## src/rtl/play_ctrl_pkg.sv

```systemverilog
// Shared state encoding, default timing constants and a counter-width helper
// for the alarm/test play controller.
package play_ctrl_pkg;

    typedef enum logic [1:0] {
        ST_IDLE   = 2'd0,
        ST_PLAY_A = 2'd1,
        ST_PLAY_T = 2'd2,
        ST_GAP    = 2'd3
    } state_e;

    localparam int unsigned MS_DIV_DEF  = 1000;
    localparam int unsigned DEB_CYC_DEF = 20000;
    localparam int unsigned PLAY_MS_DEF = 45000;
    localparam int unsigned MS_CNT_W    = 16;

    // Width able to hold 0..n-1, never narrower than one bit.
    function automatic int unsigned cnt_width(input int unsigned n);
        return (n > 1) ? $clog2(n) : 1;
    endfunction

endpackage

```

## src/rtl/play_ctrl_key_debounce.sv

```systemverilog
// Test-button conditioning: 2-FF synchronizer, stability counter and a
// one-cycle press pulse on each debounced high-to-low flip.
module key_debounce
    import play_ctrl_pkg::*;
#(
    parameter int unsigned DEB_CYC = DEB_CYC_DEF
) (
    input  logic clk_i,
    input  logic rst_i,
    input  logic key_i,
    output logic press_o
);

    localparam int unsigned CW = cnt_width(DEB_CYC);
    localparam logic [CW-1:0] CNT_LAST = CW'(DEB_CYC - 1);

    logic          sync1_q;
    logic          sync2_q;
    logic [CW-1:0] cnt_q;
    logic [CW-1:0] cnt_d;
    logic          deb_q;
    logic          deb_d;
    logic          deb_prev_q;
    logic          press_q;

    // Any sample matching the accepted level restarts the stability window.
    always_comb begin
        cnt_d = cnt_q;
        deb_d = deb_q;
        if (sync2_q == deb_q) begin
            cnt_d = '0;
        end else if (cnt_q == CNT_LAST) begin
            deb_d = sync2_q;
            cnt_d = '0;
        end else begin
            cnt_d = cnt_q + 1'b1;
        end
    end

    always_ff @(posedge clk_i) begin
        if (rst_i) begin
            sync1_q    <= 1'b1;
            sync2_q    <= 1'b1;
            cnt_q      <= '0;
            deb_q      <= 1'b1;
            deb_prev_q <= 1'b1;
            press_q    <= 1'b0;
        end else begin
            sync1_q    <= key_i;
            sync2_q    <= sync1_q;
            cnt_q      <= cnt_d;
            deb_q      <= deb_d;
            deb_prev_q <= deb_q;
            press_q    <= deb_prev_q & ~deb_q;
        end
    end

    assign press_o = press_q;

endmodule

```

## src/rtl/play_ctrl.sv

```systemverilog
// Piezo play controller: arbitrates alarm play against test-button play,
// with a millisecond play timeout and a one-cycle restart gap on preemption.
module play_ctrl
    import play_ctrl_pkg::*;
#(
    parameter int unsigned MS_DIV  = MS_DIV_DEF,
    parameter int unsigned DEB_CYC = DEB_CYC_DEF,
    parameter int unsigned PLAY_MS = PLAY_MS_DEF
) (
    input  logic CLK_1MHZ,
    input  logic RESET,
    input  logic ALARM,
    input  logic KEY_T,
    output logic A,
    output logic T,
    output logic BUSY
);

    localparam int unsigned PW = cnt_width(MS_DIV);
    localparam logic [PW-1:0]       PRE_LAST = PW'(MS_DIV - 1);
    localparam logic [MS_CNT_W-1:0] MS_LAST  = MS_CNT_W'(PLAY_MS - 1);

    logic                alm_s1_q;
    logic                alm_s2_q;
    logic                alm_prev_q;
    logic [2:0]          alm_vld_q;
    logic                alm_rise;
    logic                alm_pls_q;
    logic                press;
    state_e              state_q;
    state_e              state_d;
    logic [PW-1:0]       pre_q;
    logic [MS_CNT_W-1:0] ms_q;
    logic                counting;
    logic                timeout;
    logic                a_q;
    logic                t_q;
    logic                busy_q;

    key_debounce #(
        .DEB_CYC (DEB_CYC)
    ) u_key_debounce (
        .clk_i   (CLK_1MHZ),
        .rst_i   (RESET),
        .key_i   (KEY_T),
        .press_o (press)
    );

    // The edge detector is armed only once the previous-sample register holds
    // a real input sample, so a level already high at reset exit is no edge.
    assign alm_rise = alm_vld_q[2] & alm_s2_q & ~alm_prev_q;

    always_ff @(posedge CLK_1MHZ) begin
        if (RESET) begin
            alm_s1_q   <= 1'b0;
            alm_s2_q   <= 1'b0;
            alm_prev_q <= 1'b0;
            alm_vld_q  <= '0;
            alm_pls_q  <= 1'b0;
        end else begin
            alm_s1_q   <= ALARM;
            alm_s2_q   <= alm_s1_q;
            alm_prev_q <= alm_s2_q;
            alm_vld_q  <= {alm_vld_q[1:0], 1'b1};
            alm_pls_q  <= alm_rise;
        end
    end

    assign timeout = (pre_q == PRE_LAST) && (ms_q == MS_LAST);

    always_comb begin
        state_d = state_q;
        unique case (state_q)
            ST_IDLE: begin
                if (alm_pls_q) begin
                    state_d = ST_PLAY_A;
                end else if (press) begin
                    state_d = ST_PLAY_T;
                end
            end
            ST_PLAY_A: begin
                if (press || timeout) begin
                    state_d = ST_IDLE;
                end
            end
            ST_PLAY_T: begin
                if (alm_pls_q) begin
                    state_d = ST_GAP;
                end else if (press || timeout) begin
                    state_d = ST_IDLE;
                end
            end
            ST_GAP: begin
                state_d = ST_PLAY_A;
            end
            default: begin
                state_d = ST_IDLE;
            end
        endcase
    end

    // Counters run only while staying in a play state; any entry starts at 0.
    assign counting = ((state_q == ST_PLAY_A) || (state_q == ST_PLAY_T))
                      && (state_d == state_q);

    always_ff @(posedge CLK_1MHZ) begin
        if (RESET) begin
            state_q <= ST_IDLE;
            pre_q   <= '0;
            ms_q    <= '0;
            a_q     <= 1'b0;
            t_q     <= 1'b0;
            busy_q  <= 1'b0;
        end else begin
            state_q <= state_d;
            a_q     <= (state_d == ST_PLAY_A);
            t_q     <= (state_d == ST_PLAY_T);
            busy_q  <= (state_d != ST_IDLE);
            if (!counting) begin
                pre_q <= '0;
                ms_q  <= '0;
            end else if (pre_q == PRE_LAST) begin
                pre_q <= '0;
                ms_q  <= ms_q + 1'b1;
            end else begin
                pre_q <= pre_q + 1'b1;
            end
        end
    end

    assign A    = a_q;
    assign T    = t_q;
    assign BUSY = busy_q;

endmodule
```

## config.mk

```make
export PLATFORM = sky130hd
export DESIGN_NAME = play_ctrl
export DESIGN_NICKNAME = d
export VERILOG_FILES = /design/src/rtl/play_ctrl_pkg.sv /design/src/rtl/play_ctrl_key_debounce.sv /design/src/rtl/play_ctrl.sv
export SDC_FILE = /design/constraint.sdc
export NUM_CORES = 1
export LEC_CHECK = 0
export CAP_MARGIN = 20
export CORE_MARGIN = 4
export CORE_UTILIZATION = 35
export CTS_CLUSTER_DIAMETER = 30
export DETAILED_ROUTE_END_ITERATION = 6
export SLEW_MARGIN = 20
export SYNTH_ARGS = -nofsm -noshare
export SYNTH_HDL_FRONTEND = slang
export SYNTH_SLANG_ARGS = --single-unit
```

## constraint.sdc

```tcl
create_clock -name CLK_1MHZ -period 1.8 [get_ports CLK_1MHZ]
set_input_delay 0.36 -clock CLK_1MHZ [delete_from_list [all_inputs] [get_ports CLK_1MHZ]]
set_output_delay 0.36 -clock CLK_1MHZ [all_outputs]
set_load 0.02 [all_outputs]
```

* Word-level counts from Yosys, hierarchy flattened *
Cells that the tools add are included.

word-level totals
  register bits = 58
  bits of input ports = 4
  output and inout bits = 3
  logic and storage cells = 54

operators by class
  add/sub/neg operators = 3
  eq/ne operators = 10
  muxes and demuxes = 6
  bitwise operators = 7
  reduce and logical (&&, ||, !) cells = 10

operators with widths
  kind                   count
  $add 16x1->16 const B  1
  $eq 16x16->1 const B   1
  $add 15x1->15 const B  1
  $eq 15x15->1 const B   1
  $add 10x1->10 const B  1
  $eq 10x10->1 const B   1
  $mux 2                 4
  $pmux 2 s4             1
  $eq 2x2->1 const B     3
  $reduce_or 3->1        2
  $eq 2x1->1 const B     2
  $not 1->1              4
  $and 1x1->1            3
  $eq 2x2->1             1
  $logic_and 1x1->1      2
  $logic_not 2->1        1
  $logic_or 1x1->1       2
  $reduce_and 2->1       1
  $reduce_bool 2->1      1
  $reduce_or 2->1        1
  $eq 1x1->1             1
  $mux 1                 1

* Depth between registers and ports, before layout *
  word-level depth = 10
  mapped depth = 8
  mapped depth without buffers = 7

* By module *
Synthesis repeated with hierarchy kept, for this count alone.

unflattened totals
  cells, all modules = 288
  area total of the unflattened synthesis = 2730.1 µm²

modules (own cells, without submodules)
  module        times used  cells each  area each (µm²)  sequential area each (µm²)
  play_ctrl     1           199         1864.3           760.7
  key_debounce  1           89          865.8            400.4

* Least setup slack after synthesis *
Ideal clock, no wire load.

  kind = flip-flop to flip-flop
  from = register state_q[0]
  to = register ms_q[13]
  library setup time = 0.064 ns
  data arrival time = 1.911 ns
  data required time = 1.736 ns
  path slack = -0.175 ns
  stages on the path, launching flop included = 9
  buffers on the path = 1
  period minus slack after synthesis = 1.975 ns
  cells stage by stage = dfxtp_1 > inv_1 > ha_1 > o21a_1 > a2111oi_2 > o311ai_1 > o21bai_4 > buf_6 > nor2_1

between the ends
  cells in the longest elaborated chain, start to end = 7
  elaborated cells on any way between the ends = 14
  classes of those cells = eq/ne (4); mux (5); bitwise (1); reduce/logical (4)

RTL lines
  item                           line                                               text
  from (decl)                    play_ctrl.sv:30                                    state_e state_q;
  from (signal assigned)         play_ctrl.sv:115                                   state_q <= state_d;
  $mux 2 (on tied branches)      play_ctrl.sv:82, play_ctrl.sv:89, play_ctrl.sv:77
  $mux 2 (on tied branches)      play_ctrl.sv:87, play_ctrl.sv:75
  $pmux 2 s4                     play_ctrl.sv:73                                    unique case (state_q)
  $eq 2x2->1                     play_ctrl.sv:104                                   && (state_d == state_q);
  $logic_and 1x1->1 (*)          play_ctrl.sv:104
  $not 1->1 (no line) (*)        n/a
  $reduce_or 2->1 (no line) (*)  n/a
  to (signal assigned)           play_ctrl.sv:124                                   ms_q <= ms_q + 1'b1;
  to (decl)                      play_ctrl.sv:33                                    logic [MS_CNT_W-1:0] ms_q;

Every way passes the cells marked *; elsewhere a longest branch is shown, timed or not.
A chain may end at the register's enable or synchronous reset.

* Worst setup path in the final report *
  from = register state_q[0]
  to = register ms_q[5]

Same word-level chain as after synthesis.

==> impl_metrics.ini <==
[worst_setup_path]
worstPathRequired_ns = 2.02
max_stage_delay_ns = 0.36
startpoint_type = flip-flop
worstSetupEndpoint = ms_q[5]$_SDFFE_PP0P_
reg2reg_to = ms_q[5]$_SDFFE_PP0P_
reg2reg_from = state_q[0]$_SDFF_PP0_
critPathKind = reg2reg
setup.worst_path.end_class = flip-flop
cp_max_fo = 5
rr_worst_depth = 9
critPathSlowestCell = dfxtp_4
crit_arrival_ns = 2.08
path_cells = inv_4 > ha_4 > buf_4 > a211oi_2 > o21bai_1 > a32oi_1 > o21bai_4 > clkbuf_16 > nor2_2
r2r_slack_ns = -0.06
startpoint = state_q[0]$_SDFF_PP0_

[run]
drv_cap = 0

[cts]
cts_buffer_depth = 2
worstSkewPairLatency_ns = 0.33
numClockSinks = 58
clk_pin_slew_ns = 0.06
cts_root_buf = clkbuf_8
numCtsBuffers = 9
cts_tree = yes
htreeDepth = 3
ctsHoldBuffers = 0

[power_and_ir_drop]
pwr_density_cell_nw_per_um2 = 987
ir_drop_mv = 0.646
total_power_mw = 3.23
p_leak_nw = 1.13

[cells_and_area]
post_route_cells_drive_above_1_share_pct = 23.6
finalInstanceArea_um2 = 3270
finalNetCount = 320
area_growth_pct = 30.4
fill_cells = 633
n_antenna_cell = 0
final_cells = 409

[timing]
clock_skew_ns = 0.00973
period_minus_slack_ns = 1.86
final.period_utilization_pct = 103
finalSetupViolCount = 26
slew_headroom_pct = 67.5
rsz0062_at_grt = yes
hold_violations = 0
worstMarginPinSlew_ns = 0.484
slew_viol_final = 0
worst_slack_ns = -0.0599
max_freq_mhz = 538

[outcome]
violations = setup timing
status = finished with violations

[synth]
ys.flop_type = dfxtp_1
syn_inst = 274
ys_seq_area_share_pct = 46.3
ys.warnings.count = 0
synth_edf_count = 0
netlist_area_um2 = 2510
ys_ff_latch = 58
synth_largest_area_cell = dfxtp_1
avgSynthCellArea_um2 = 9.16
synth_cell_types = 45
synth-async-reset-ratio_pct = 0
synth_nets = 285
netlist_top_cells_area = dfxtp_1 (46%), nor2_1 (7.2%), xnor2_1 (7.0%)
synth_top_area_share_pct = 46.3

[route]
wl_um = 4540
route.met3.wl_um = 141
met2_length_um = 2120
dr.first_iter.drc_count = 90
via_per_inst = 4.63
wl_per_cell_um = 11.1
highest_layer = met4
drcViolationCount = 0
dr.pass1.iters = 4
drt-met1-wl_um = 2200
vias = 1894
antenna_left = 0

[global_route]
grt_usage_pct = 11.3
grt_pass1_wl_um = 7710
grt_pass1_vias = 1813
grt_max_degree = 20
overflow = 0
antenna_found_initial = 0

[place]
placed_area_um2 = 2850
hpwlAfterDp_um = 3030
dpl_worst_slack_ns = -0.0802
gp_congestion = 0.730
dp_cells = 391
io_buffers = 6

[floorplanning]
initial_core_util_pct = 36.5
num_io_pins = 7
die_y_um = 92.7
rows = 30
die_x_um = 92.7
dieArea_um2 = 8590
fp.coreArea_um2 = 6870

[hold_path]
hold_path.class = reg2reg
-- critical path: cells and delay by family, from the launching register on --
kind                       cells  cell delay, ns
buffers and inverters          3            0.39
adders and majority gates      1            0.15
and+or+nand+nor                1            0.04
DFF                            1            0.36
AOI/OAI and AO/OA              4            0.80
-- through the flow --
stage / setup TNS, ns / hold WS (ns) / utilization, %
6_report: -0.830 / 0.410 / 47.6
5_1_grt: -3.26 / 0.420 / 47.6
4_1_cts: -0.155 / 0.414 / 45.6
3_5_place_dp: -0.677 / 0.398 / 41.5
3_3_place_gp: -0.225 / 0.392 / 41.5
2_1_floorplan: 0 / 0.389 / -
-- power breakdown --
group          leakage (nW)  switching, mW  internal (mW)
logic                 0.550          0.304          0.291
registers             0.471         0.0196           1.33
clock network         0.106          0.497          0.791
-- worst min-delay path by stage --
| stage | startpoint | endpoint | slack (ns) | cells after the start |
|---|---|---|---|---|
| global route | u_key_debounce.sync1_q$_SDFF_PP1_ | u_key_debounce.sync2_q$_SDFF_PP1_ | 0.42 | 1 |
| CTS | u_key_debounce.sync1_q$_SDFF_PP1_ | u_key_debounce.sync2_q$_SDFF_PP1_ | 0.41 | 1 |
| detailed placement | u_key_debounce.sync1_q$_SDFF_PP1_ | u_key_debounce.sync2_q$_SDFF_PP1_ | 0.40 | 1 |
| finish | u_key_debounce.deb_prev_q$_SDFF_PP1_ | u_key_debounce.press_o$_SDFF_PP0_ | 0.41 | 2 |
| global placement | u_key_debounce.sync1_q$_SDFF_PP1_ | u_key_debounce.sync2_q$_SDFF_PP1_ | 0.39 | 1 |
| floorplan | u_key_debounce.sync1_q$_SDFF_PP1_ | u_key_debounce.sync2_q$_SDFF_PP1_ | 0.39 | 1 |
-- cells in the mapped netlist (5+ instances only) --
cell     count
a21oi_1      5
and3_1      10
dfxtp_1     58
ha_1         7
inv_1       14
nand2_1     12
nand3_1     17
nand4_1      6
nor2_1      48
nor2b_1      6
nor3_1      10
xnor2_1     20
xor2_1      16
-- state kept, by name (all words and copies together) (netlist names), 2 cells and up --
name,flops
pre_q,10
u_key_debounce.cnt_q,15
alm_vld_q,3
ms_q,16
state_q,2
-- what timing repair did --
item | in CTS | in global routing
resized for setup | 9 | 27
setup buffers | 1 | 0
endpoints found under the hold margin | 0 | 0
pin swaps | 4 | 10
setup endpoints to repair | 23 | 29
cloned | 0 | 2
-- layout make-up --
type                    count  area, um^2  share of cell area, %
clock inverters             3        45.0                   1.38
repair buffers             30         308                   9.41
flip-flops and latches     58        1170                   35.7
inverters                  14        57.6                   1.76
clock buffers              12         176                   5.39
multi-input cells         196        1400                   42.7
well taps                  96         120                   3.67
-- cells by family after synthesis --
group / Yosys count / share of synthesized area [%]
AND/OR/NAND/NOR: 130 / 26.3
flip-flops: 58 / 46.3
XOR/XNOR: 36 / 12.6
AO/OA/AOI/OAI: 22 / 7.53
buffers and inverters: 20 / 3.49
adder cells (fa/ha/maj): 7 / 3.49
multiplexers: 1 / 0.399
-- metal layers --
| metal | GRT usage, % | up-vias |
|---|---|---|
| met5 | 0 | - |
| met4 | 5.49 | 0 |
| met3 | 4.22 | 10 |
| met2 | 17.5 | 17 |
| met1 | 13.7 | 868 |
| li1 | - | 999 |
-- cell usage in the layout, fill, tap and decap left out, types with 7 or more instances in the layout --
master | netlist | final
dfxtp_1 | 58 | 56
nor2_1 | 48 | 38
xnor2_1 | 20 | 20
buf_4 | 1 | 18
nand3_1 | 17 | 17
xor2_1 | 16 | 16
inv_1 | 14 | 12
nand2_1 | 12 | 12
clkbuf_8 | 0 | 11
and3_1 | 10 | 10
nor3_1 | 10 | 9
nor2_4 | 0 | 7
(Power assumes the default switching activity.)
